### config.mk
export PLATFORM = sky130hd
export DESIGN_NAME = recover_unit_n
export DESIGN_NICKNAME = d
export VERILOG_FILES = /design/src/rtl/recover_unit_n.sv
export SDC_FILE = /design/constraint.sdc
export NUM_CORES = 1
export LEC_CHECK = 0
export CORE_ASPECT_RATIO = 1.4
export CORE_MARGIN = 5
export CORE_UTILIZATION = 43
export CTS_CLUSTER_SIZE = 25
export DETAILED_ROUTE_END_ITERATION = 16
export MAX_ROUTING_LAYER = met4
export PLACE_DENSITY = 0.86
export SYNTH_ARGS = -nofsm -noshare
export SYNTH_HDL_FRONTEND = slang
export SYNTH_SLANG_ARGS = --single-unit
### constraint.sdc
create_clock -name clk -period 2.9 [get_ports clk]
set_input_delay 0.58 -clock clk [delete_from_list [all_inputs] [get_ports clk]]
set_output_delay 0.58 -clock clk [all_outputs]
set_load 0.1 [all_outputs]
### src/rtl/recover_unit_n.sv
// Branch/jump recovery unit: picks the oldest redirecting issue slot, holds the
// redirect until the PC unit acknowledges it, then masks new input for a shadow window.
module recover_unit_n #(
    parameter int unsigned ISSUE_W    = 2,
    parameter int unsigned XLEN       = 32,
    parameter int unsigned SHADOW_CYC = 2,
    parameter int unsigned CNT_W      = 16
) (
    input  logic                      clk,
    input  logic                      rstn,
    input  logic [ISSUE_W-1:0]        slot_valid,
    input  logic [ISSUE_W-1:0]        is_branch,
    input  logic [ISSUE_W-1:0]        is_jump,
    input  logic [ISSUE_W-1:0]        taken,
    input  logic [ISSUE_W-1:0]        pred_taken,
    input  logic [ISSUE_W*XLEN-1:0]   target_pc,
    input  logic [ISSUE_W*XLEN-1:0]   original_pc,
    input  logic                      recover_ack,
    output logic                      recover_en,
    output logic [XLEN-1:0]           recover_pc,
    output logic                      branch_predict_miss,
    output logic [ISSUE_W-1:0]        flush_onehot,
    output logic [ISSUE_W-1:0]        kill_mask,
    output logic [CNT_W-1:0]          miss_count,
    output logic                      busy
);

    localparam int unsigned SH_W = 4;

    typedef enum logic [1:0] {
        IDLE   = 2'd0,
        PEND   = 2'd1,
        SHADOW = 2'd2
    } state_t;

    state_t              r_state;
    state_t              w_state_nxt;
    logic                r_recover_en;
    logic [XLEN-1:0]     r_recover_pc;
    logic                r_miss;
    logic [ISSUE_W-1:0]  r_flush;
    logic [ISSUE_W-1:0]  r_kill;
    logic [CNT_W-1:0]    r_miss_count;
    logic                r_busy;
    logic [SH_W-1:0]     r_shadow_cnt;

    logic                w_recover_en_nxt;
    logic [XLEN-1:0]     w_recover_pc_nxt;
    logic                w_miss_nxt;
    logic [ISSUE_W-1:0]  w_flush_nxt;
    logic [ISSUE_W-1:0]  w_kill_nxt;
    logic [CNT_W-1:0]    w_miss_count_nxt;
    logic                w_busy_nxt;
    logic [SH_W-1:0]     w_shadow_cnt_nxt;

    logic                w_done;
    logic                w_hit;
    logic [XLEN-1:0]     w_hit_pc;
    logic                w_hit_miss;
    logic [ISSUE_W-1:0]  w_hit_flush;
    logic [ISSUE_W-1:0]  w_hit_kill;

    // Oldest-first scan; a correctly predicted taken branch ends the scan silently.
    always_comb begin
        w_done      = 1'b0;
        w_hit       = 1'b0;
        w_hit_pc    = '0;
        w_hit_miss  = 1'b0;
        w_hit_flush = '0;
        for (int i = 0; i < int'(ISSUE_W); i++) begin
            if (!w_done && slot_valid[i]) begin
                if (is_jump[i] || (is_branch[i] && taken[i] && !pred_taken[i])) begin
                    w_done      = 1'b1;
                    w_hit       = 1'b1;
                    w_hit_pc    = target_pc[i*XLEN +: XLEN];
                    w_hit_miss  = !is_jump[i];
                    w_hit_flush = ISSUE_W'(1) << i;
                end else if (is_branch[i] && !taken[i] && pred_taken[i]) begin
                    w_done      = 1'b1;
                    w_hit       = 1'b1;
                    w_hit_pc    = original_pc[i*XLEN +: XLEN] + XLEN'(4);
                    w_hit_miss  = 1'b1;
                    w_hit_flush = ISSUE_W'(1) << i;
                end else if (is_branch[i] && taken[i]) begin
                    w_done = 1'b1;
                end
            end
        end
        // Every bit above the flushed slot; yields zero when nothing is flushed.
        w_hit_kill = ~((w_hit_flush << 1) - ISSUE_W'(1));
    end

    // Next-state and next-output logic.
    always_comb begin
        w_state_nxt      = r_state;
        w_recover_en_nxt = r_recover_en;
        w_recover_pc_nxt = r_recover_pc;
        w_miss_nxt       = r_miss;
        w_flush_nxt      = r_flush;
        w_kill_nxt       = r_kill;
        w_miss_count_nxt = r_miss_count;
        w_shadow_cnt_nxt = r_shadow_cnt;
        case (r_state)
            IDLE: begin
                if (w_hit) begin
                    w_state_nxt      = PEND;
                    w_recover_en_nxt = 1'b1;
                    w_recover_pc_nxt = w_hit_pc;
                    w_miss_nxt       = w_hit_miss;
                    w_flush_nxt      = w_hit_flush;
                    w_kill_nxt       = w_hit_kill;
                    if (w_hit_miss && (r_miss_count != '1)) begin
                        w_miss_count_nxt = r_miss_count + CNT_W'(1);
                    end
                end
            end
            PEND: begin
                if (recover_ack) begin
                    w_recover_en_nxt = 1'b0;
                    w_recover_pc_nxt = '0;
                    w_miss_nxt       = 1'b0;
                    w_flush_nxt      = '0;
                    w_kill_nxt       = '0;
                    if (SHADOW_CYC == 0) begin
                        w_state_nxt = IDLE;
                    end else begin
                        w_state_nxt      = SHADOW;
                        w_shadow_cnt_nxt = SH_W'(SHADOW_CYC - 1);
                    end
                end
            end
            SHADOW: begin
                if (r_shadow_cnt == '0) begin
                    w_state_nxt = IDLE;
                end else begin
                    w_shadow_cnt_nxt = r_shadow_cnt - SH_W'(1);
                end
            end
            default: begin
                w_state_nxt = IDLE;
            end
        endcase
        w_busy_nxt = (w_state_nxt != IDLE);
    end

    always_ff @(posedge clk) begin
        if (!rstn) begin
            r_state      <= IDLE;
            r_recover_en <= 1'b0;
            r_recover_pc <= '0;
            r_miss       <= 1'b0;
            r_flush      <= '0;
            r_kill       <= '0;
            r_miss_count <= '0;
            r_busy       <= 1'b0;
            r_shadow_cnt <= '0;
        end else begin
            r_state      <= w_state_nxt;
            r_recover_en <= w_recover_en_nxt;
            r_recover_pc <= w_recover_pc_nxt;
            r_miss       <= w_miss_nxt;
            r_flush      <= w_flush_nxt;
            r_kill       <= w_kill_nxt;
            r_miss_count <= w_miss_count_nxt;
            r_busy       <= w_busy_nxt;
            r_shadow_cnt <= w_shadow_cnt_nxt;
        end
    end

    assign recover_en          = r_recover_en;
    assign recover_pc          = r_recover_pc;
    assign branch_predict_miss = r_miss;
    assign flush_onehot        = r_flush;
    assign kill_mask           = r_kill;
    assign miss_count          = r_miss_count;
    assign busy                = r_busy;

endmodule

==> results <==
- The number of enable-type register cells in the synthesized netlist is 0.
- The start-to-end type of the worst setup path is primary input to flip-flop.
- The clock transition at the registers of the reported paths is 0.05 ns.
- The number of buffers inserted by post-CTS setup repair is 0.
- The number of buffers and inverters on the critical path is 1.
- The die is 130.8 um tall.
- The total wirelength of the detailed-routed design is 19,550 um.
- The area growth from synthesis to layout is 55.64%.
- Of the cells placed in the final design, the portion with a size suffix greater than 1 is between 10% and 20%.
- The critical path endpoint category is a flip-flop.
- Setup violations remaining at the end of the flow were counted as 0.
- The synthesized area divided by synthesized cell count is 7.750 sq um.
- Entering global routing, the biggest net connects 28 pins.
- For this run, the register share of the synthesized area comes to 26.37%.
- After global routing the overflow that remains totals 0.
- The layout net count is 952.
- The die is 96.26 um wide.
- The worst relative slew slack is 61.26%.
- In this run the worst path has a maximum fanout of 8.
- The minimum clock period is 2.522 ns.
- The first routing iteration left 337 violations.
- The via count of the first global-routing pass was just under 6,000.
- The pre-CTS worst setup slack is 0.04614 ns.
- The total standard cell area after synthesis is between 4000 and 5000 sq um.
- The final clock skew is 0.005179 ns.
- The area of all placed cells without fillers is 6972 sq um.
- The final route contains 5,768 vias.
- The first global-routing pass estimated just under 30,000 um of wire.
- The mean routed wirelength per cell is 20.60 um.
- The count of state elements after synthesis is 59.
- Synthesis instantiated 73 different standard cells from the library.
- The largest stage delay on the critical path is 0.64 ns.
- Counting every sink on the clock net gives 59.
- The number of antenna violations at the first check in global routing is 1.
- The total routing resource utilization after global routing is 31.73%.
- Data on the critical path is required at its endpoint by about 3.1 ns.
- VDD sags by at most 347.3 uV.
- Setup repair after global routing left no endpoint under its margin.
- TritonCTS built the clock tree.
- For this design, the CTS-stage hold fixing added 0 buffers.
- After routing, the total negative slack on setup checks comes to 0 ns.
- The checks that failed: DRC.
- The max-slew violation total from the final report was 0.
- The standby leakage power is 2.623 nW.
- The number of buffers on the longest clock path is 2.
- The share of flip-flops with an asynchronous set or reset is 0%.
- Among all flip-flop cells after synthesis, the most frequent one is dfxtp_1.
- The synthesized net count is just over 700.
- The clock root buffer is clkbuf_16.
- The initial utilization of the core area, before any placement, comes to 43.51%.
- The die footprint is 12,590 sq um.
- The worst register-to-register path has a setup slack of approximately 0.62 ns.
- The maximum level of the CTS H-tree is 3.
- The final core utilization is 67.72%.
- The peak clock frequency supported by timing is 396.5 MHz.
- The part of the cycle the worst path needs is 86.97%.
- At the worst endpoint, the arrival time is roughly 2.7 ns.
- The first detailed-routing pass took 12 iterations.
- In this run the remaining antenna-violating nets after routing total 0.
- The library cells used most frequently in the layout, excluding fill and tap cells, are clkdlybuf4s50_1, buf_4, nand2_1, dfxtp_1, nor2_1.
- The kind of launch point of the worst setup path is a primary input.
- The detail-routed via count per cell is 6.078.
- The area after detailed placement is 6676 sq um.
- The run finished, with violations left.
- For this run, design rule violations remaining after detail routing come to 1.
- The number of hold violations in the final report is 0.
- The number of max-cap violations is 0.
- Port buffering added 194 buffers.
- Broken down by cell family, the worst path's largest delay share belongs to simple AND/OR/NAND/NOR gates.
- The last weighted congestion value of the routability-driven placer is 1.005.
- The critical path goes through clkdlybuf4s50_1 > nand4_2 > or4_4 > nor4_4 > xor2_1 > a221oi_1 > o21ai_2.
- The library cell contributing the largest single delay on the critical path is or4_4.
- The path category of the worst min-delay check is flip-flop to flip-flop.
- Leaving out fill and tap cells, the most frequent cell in the layout is clkdlybuf4s50_1.
- The count of yosys warnings during synthesis is 0.
- After clock tree synthesis, the repair step resized 0 gates.
- The minimum hold slack is 0.4450 ns.
- The slew at the pin with the worst max-slew slack is 0.5810 ns.
- The total number of placement rows is 44.
- Power spread over the standard cell area amounts to 442.6 nW/um^2.
- TritonCTS created 9 clock buffers.
- The clock network latency to the later pin of the worst-skew pair is roughly 0.33 ns.
- The cell count after synthesis came out at 578.
- The least setup slack across all paths after layout is 0.3778 ns.
- Summing all multi-input logic gate instances after layout gives 3077 sq um.
- Counting the fill cells in the layout gives about 870.
- The sequential cell area is 1181 sq um.
- The area of the core region is 10,290 sq um.
- The HPWL after detailed placement is about 16,000 um.
- The count of boundary I/O pins is 196.
## sequential cells by signal, summed over array words and instances, names as in the netlist
signal and flops:
recover_pc 32, miss_count 16, r_shadow_cnt 4, flush_onehot 2, r_state 2, branch_predict_miss 1, busy 1, recover_en 1
## worst reg2reg max path: stages (launching register included)
cell and delay [ns]:
dfxtp_1 0.43, nand4_1 0.33, or4_1 0.62, o21ai_1 0.38, nor3_1 0.16, mux2i_1 0.18, nor2_1 0.06
## routing by layer
metal,GRT usage (%),share of wire (%),up-vias
met5,-,0,-
met4,26.38,8.6,0
met3,4.926,7.8,98
met2,54.62,50,333
met1,30.65,34,2682
li1,-,-,2655
## kinds of logic after synthesis
logic type | share of synthesized area (%)
and+or+nand+nor | 29.97
AOI/OAI and AO/OA | 25.53
DFF | 26.37
xor gates and xnor gates | 10.56
buffers and inverters | 4.944
adders and majority gates | 1.397
muxes | 1.145
other | 0.08372
## Yosys cell counts, types with 5 or more instances
library cell   n  area share [%]
nand2_1       61             5.1
o21a_1         7             1.2
xor2_1        22             4.3
a22o_1         7             1.4
and4_1         5            0.98
clkbuf_1      12             1.0
o21ai_0       13             1.5
and3_1        10             1.4
nand4_1       23             3.2
nor3_1        16             1.8
a21oi_1       41             4.6
ha_1           5             1.4
inv_1         13             1.1
xnor2_1       32             6.3
nor2_1        42             3.5
buf_4          9             1.5
nand3_1       38             4.2
and2_1         5            0.70
or3_1          5            0.70
o21ai_1       15             1.7
o22ai_1        8             1.1
dfxtp_1       59              26
a311o_1        5             1.1
a221oi_1      14             2.7
nor4_1        15             2.1
o221ai_1      11             2.2
## area by class of cell
class	instances	area share, %
clock inverters	5	0.7717
clock buffers	10	3.428
flip-flops and latches	59	16.94
diodes	1	0.03589
well taps	138	2.477
multi-input cells	477	44.13
repair buffers	246	31.51
inverters	13	0.6999
## per-stage QoR
step	total power, mW	cells
after floorplan	1.560	578
after global placement	2.021	933
after detailed placement	2.036	933
after CTS	3.084	948
after global routing	3.194	949
final	3.086	949
## final timing paths
kind                            cells after the start           start              to
worst max-delay path                                7  original_pc[3]  recover_pc[31]
worst min-delay path                                2  recover_pc[16]  recover_pc[16]
worst max register to register                      6   miss_count[6]   miss_count[1]
worst min register to register                      2  recover_pc[16]  recover_pc[16]
## where the power goes
part | internal [mW] | total (mW) | leakage (nW) | switching (mW)
clock | 0.679 | 1.05 | 0.148 | 0.373
sequential | 0.862 | 0.898 | 0.480 | 0.0354
combinational | 0.412 | 1.14 | 1.99 | 0.725
total | 1.95 | 3.09 | 2.62 | 1.13
No activity file was read; power rests on OpenSTA's default activity.
==> patch (same settings) <==
Re-encode `state_t` (3 states) as one-hot, 3 bits wide.
--- a/src/rtl/recover_unit_n.sv
+++ b/src/rtl/recover_unit_n.sv
@@ -28,8 +28,8 @@
     localparam int unsigned SH_W = 4;
 
-    typedef enum logic [1:0] {
-        IDLE   = 2'd0,
-        PEND   = 2'd1,
-        SHADOW = 2'd2
+    typedef enum logic [2:0] {
+        IDLE   = 3'b001,
+        PEND   = 3'b010,
+        SHADOW = 3'b100
     } state_t;
 
Formal check against the unedited RTL: same outputs for any inputs over 10 cycles, from zero or initial values and one cycle with rstn low; not proved beyond that.
==> patch against the original RTL <==
  * Sequential power increased by 3.2%
  * Area after synthesis grew 1.8%
  * Final cell count is 2.0% lower
  * Sequential share of layout area up 0.15 points
  * Power up 6.3%
  * Sequential cell count grew 1
  * Design area increased by 0.79%
  * Clock skew is 0.00097 ns higher
  * Clock power grew 10%
  * Routed wire length fell by 3.8%
  * Die area increased by 1.6%
  * Synthesized cell count fell by 0.69%
  * Setup slack better by 0.080 ns
==> patch: results (changes against the original RTL) <==
| Metric | Value |
|---|---|
| Combinational power | 1.19 mW (+4%) |
| Crit Path Max Fanout | 17 (+9) |
| Number of multi-input logic gates | 464 (-2.7%) |
| Sequential area share after synthesis | 26.34% (about the same) |
| Storage cell area | 1201 um^2 (+1.7%) |
| Slew margin rel. | 57.71% (-3.6 points) |
| Clock buf count | 11 (+1) |
| Signal buffers | 235 (-4.5%) |
| Synth area leaders | dfxtp_1, xnor2_1, nand2_1, xor2_1, a221oi_1 |
| Worst hold margin | 0.4611 ns (+0.01616 ns) |
| Initial antenna violation count | 0 (-1) |
| Critical Path Max Stage Delay | 0.51 ns (-0.13 ns) |
| Number of fill cells | 875 (+0.23%) |
| Reg2reg setup slack | 0.90 ns (+0.28 ns) |
| Share of cells above drive strength 1 | 17.68% (+0.27 points) |
| Worst EP arrival | 2.65 ns (-0.09 ns) |
| Synth Area in Adders | 1.372% (-0.025 points) |
| Net Switching | 1.200 mW (+5.9%) |
| Netlist cell types | 72 (-1.4%) |
| Status | finished clean |
| First-pass DRT Iterations | 5 (-7) |
| ANT cells | 0 (-1) |
| Final nets | 933 (-2.0%) |
| Post-Route WL | 18,810 um (-3.8%) |
| Most frequent cells after synthesis | nand2_1, dfxtp_1, nor2_1, xnor2_1, a21oi_1 |
| HPWL Detailed | 15,590 um (-3.1%) |
| Setup slack at placement | 0.1407 ns (+0.09459 ns) |
| Vias/cell | 5.842 (-3.9%) |
| Data buffer area share | 30.45% (-1.1 points) |
| Placed Cells incl. Taps | 914 (-2.0%) |
| Mux share of post-synthesis cell area | 1.125% (-0.020 points) |
| TritonCTS Sinks | 60 (+1.7%) |
| Slowest CP cell | clkdlybuf4s50_1 |
| Multi-input logic area | 3132 um^2 (+1.8%) |
patch: cell types whose count changed in the layout (fill, tap and decap cells not counted), moves of 8 or more:
cell	delta
buf_4	-13
nor4_1	-11
a21oi_1	-10
a221oi_1	+9
nor3_1	-8
o21ai_0	+12
o21ai_1	-15
nand2_1	+12
and3_1	+11
nand3_1	-10
patch: path summary, 6_finish.rpt:
kind,startpoint,end,cells past startpoint
max,taken[0],recover_pc[26],7
min,recover_en,recover_en,2
max reg2reg,miss_count[0],miss_count[10],8
min reg2reg,recover_en,recover_en,2
patch: metrics by stage:
stage               power [mW]  utilization, %  cell area, um^2
floorplan                1.646               -             4559
global placement         2.117           64.48             6709
detailed placement       2.128           64.48             6709
CTS                      3.287           67.53             7027
global route             3.383           67.53             7027
finish                   3.279           67.53             7027
patch: per-layer routing:
metal  global-route usage (%)  vias up  routed length (um)
li1                         -     2565                   -
met1                    30.10     2531                6958
met2                    51.92      281                9725
met3                    4.500       56                1153
met4                    16.24        0                 970
met5                        -        -                   0
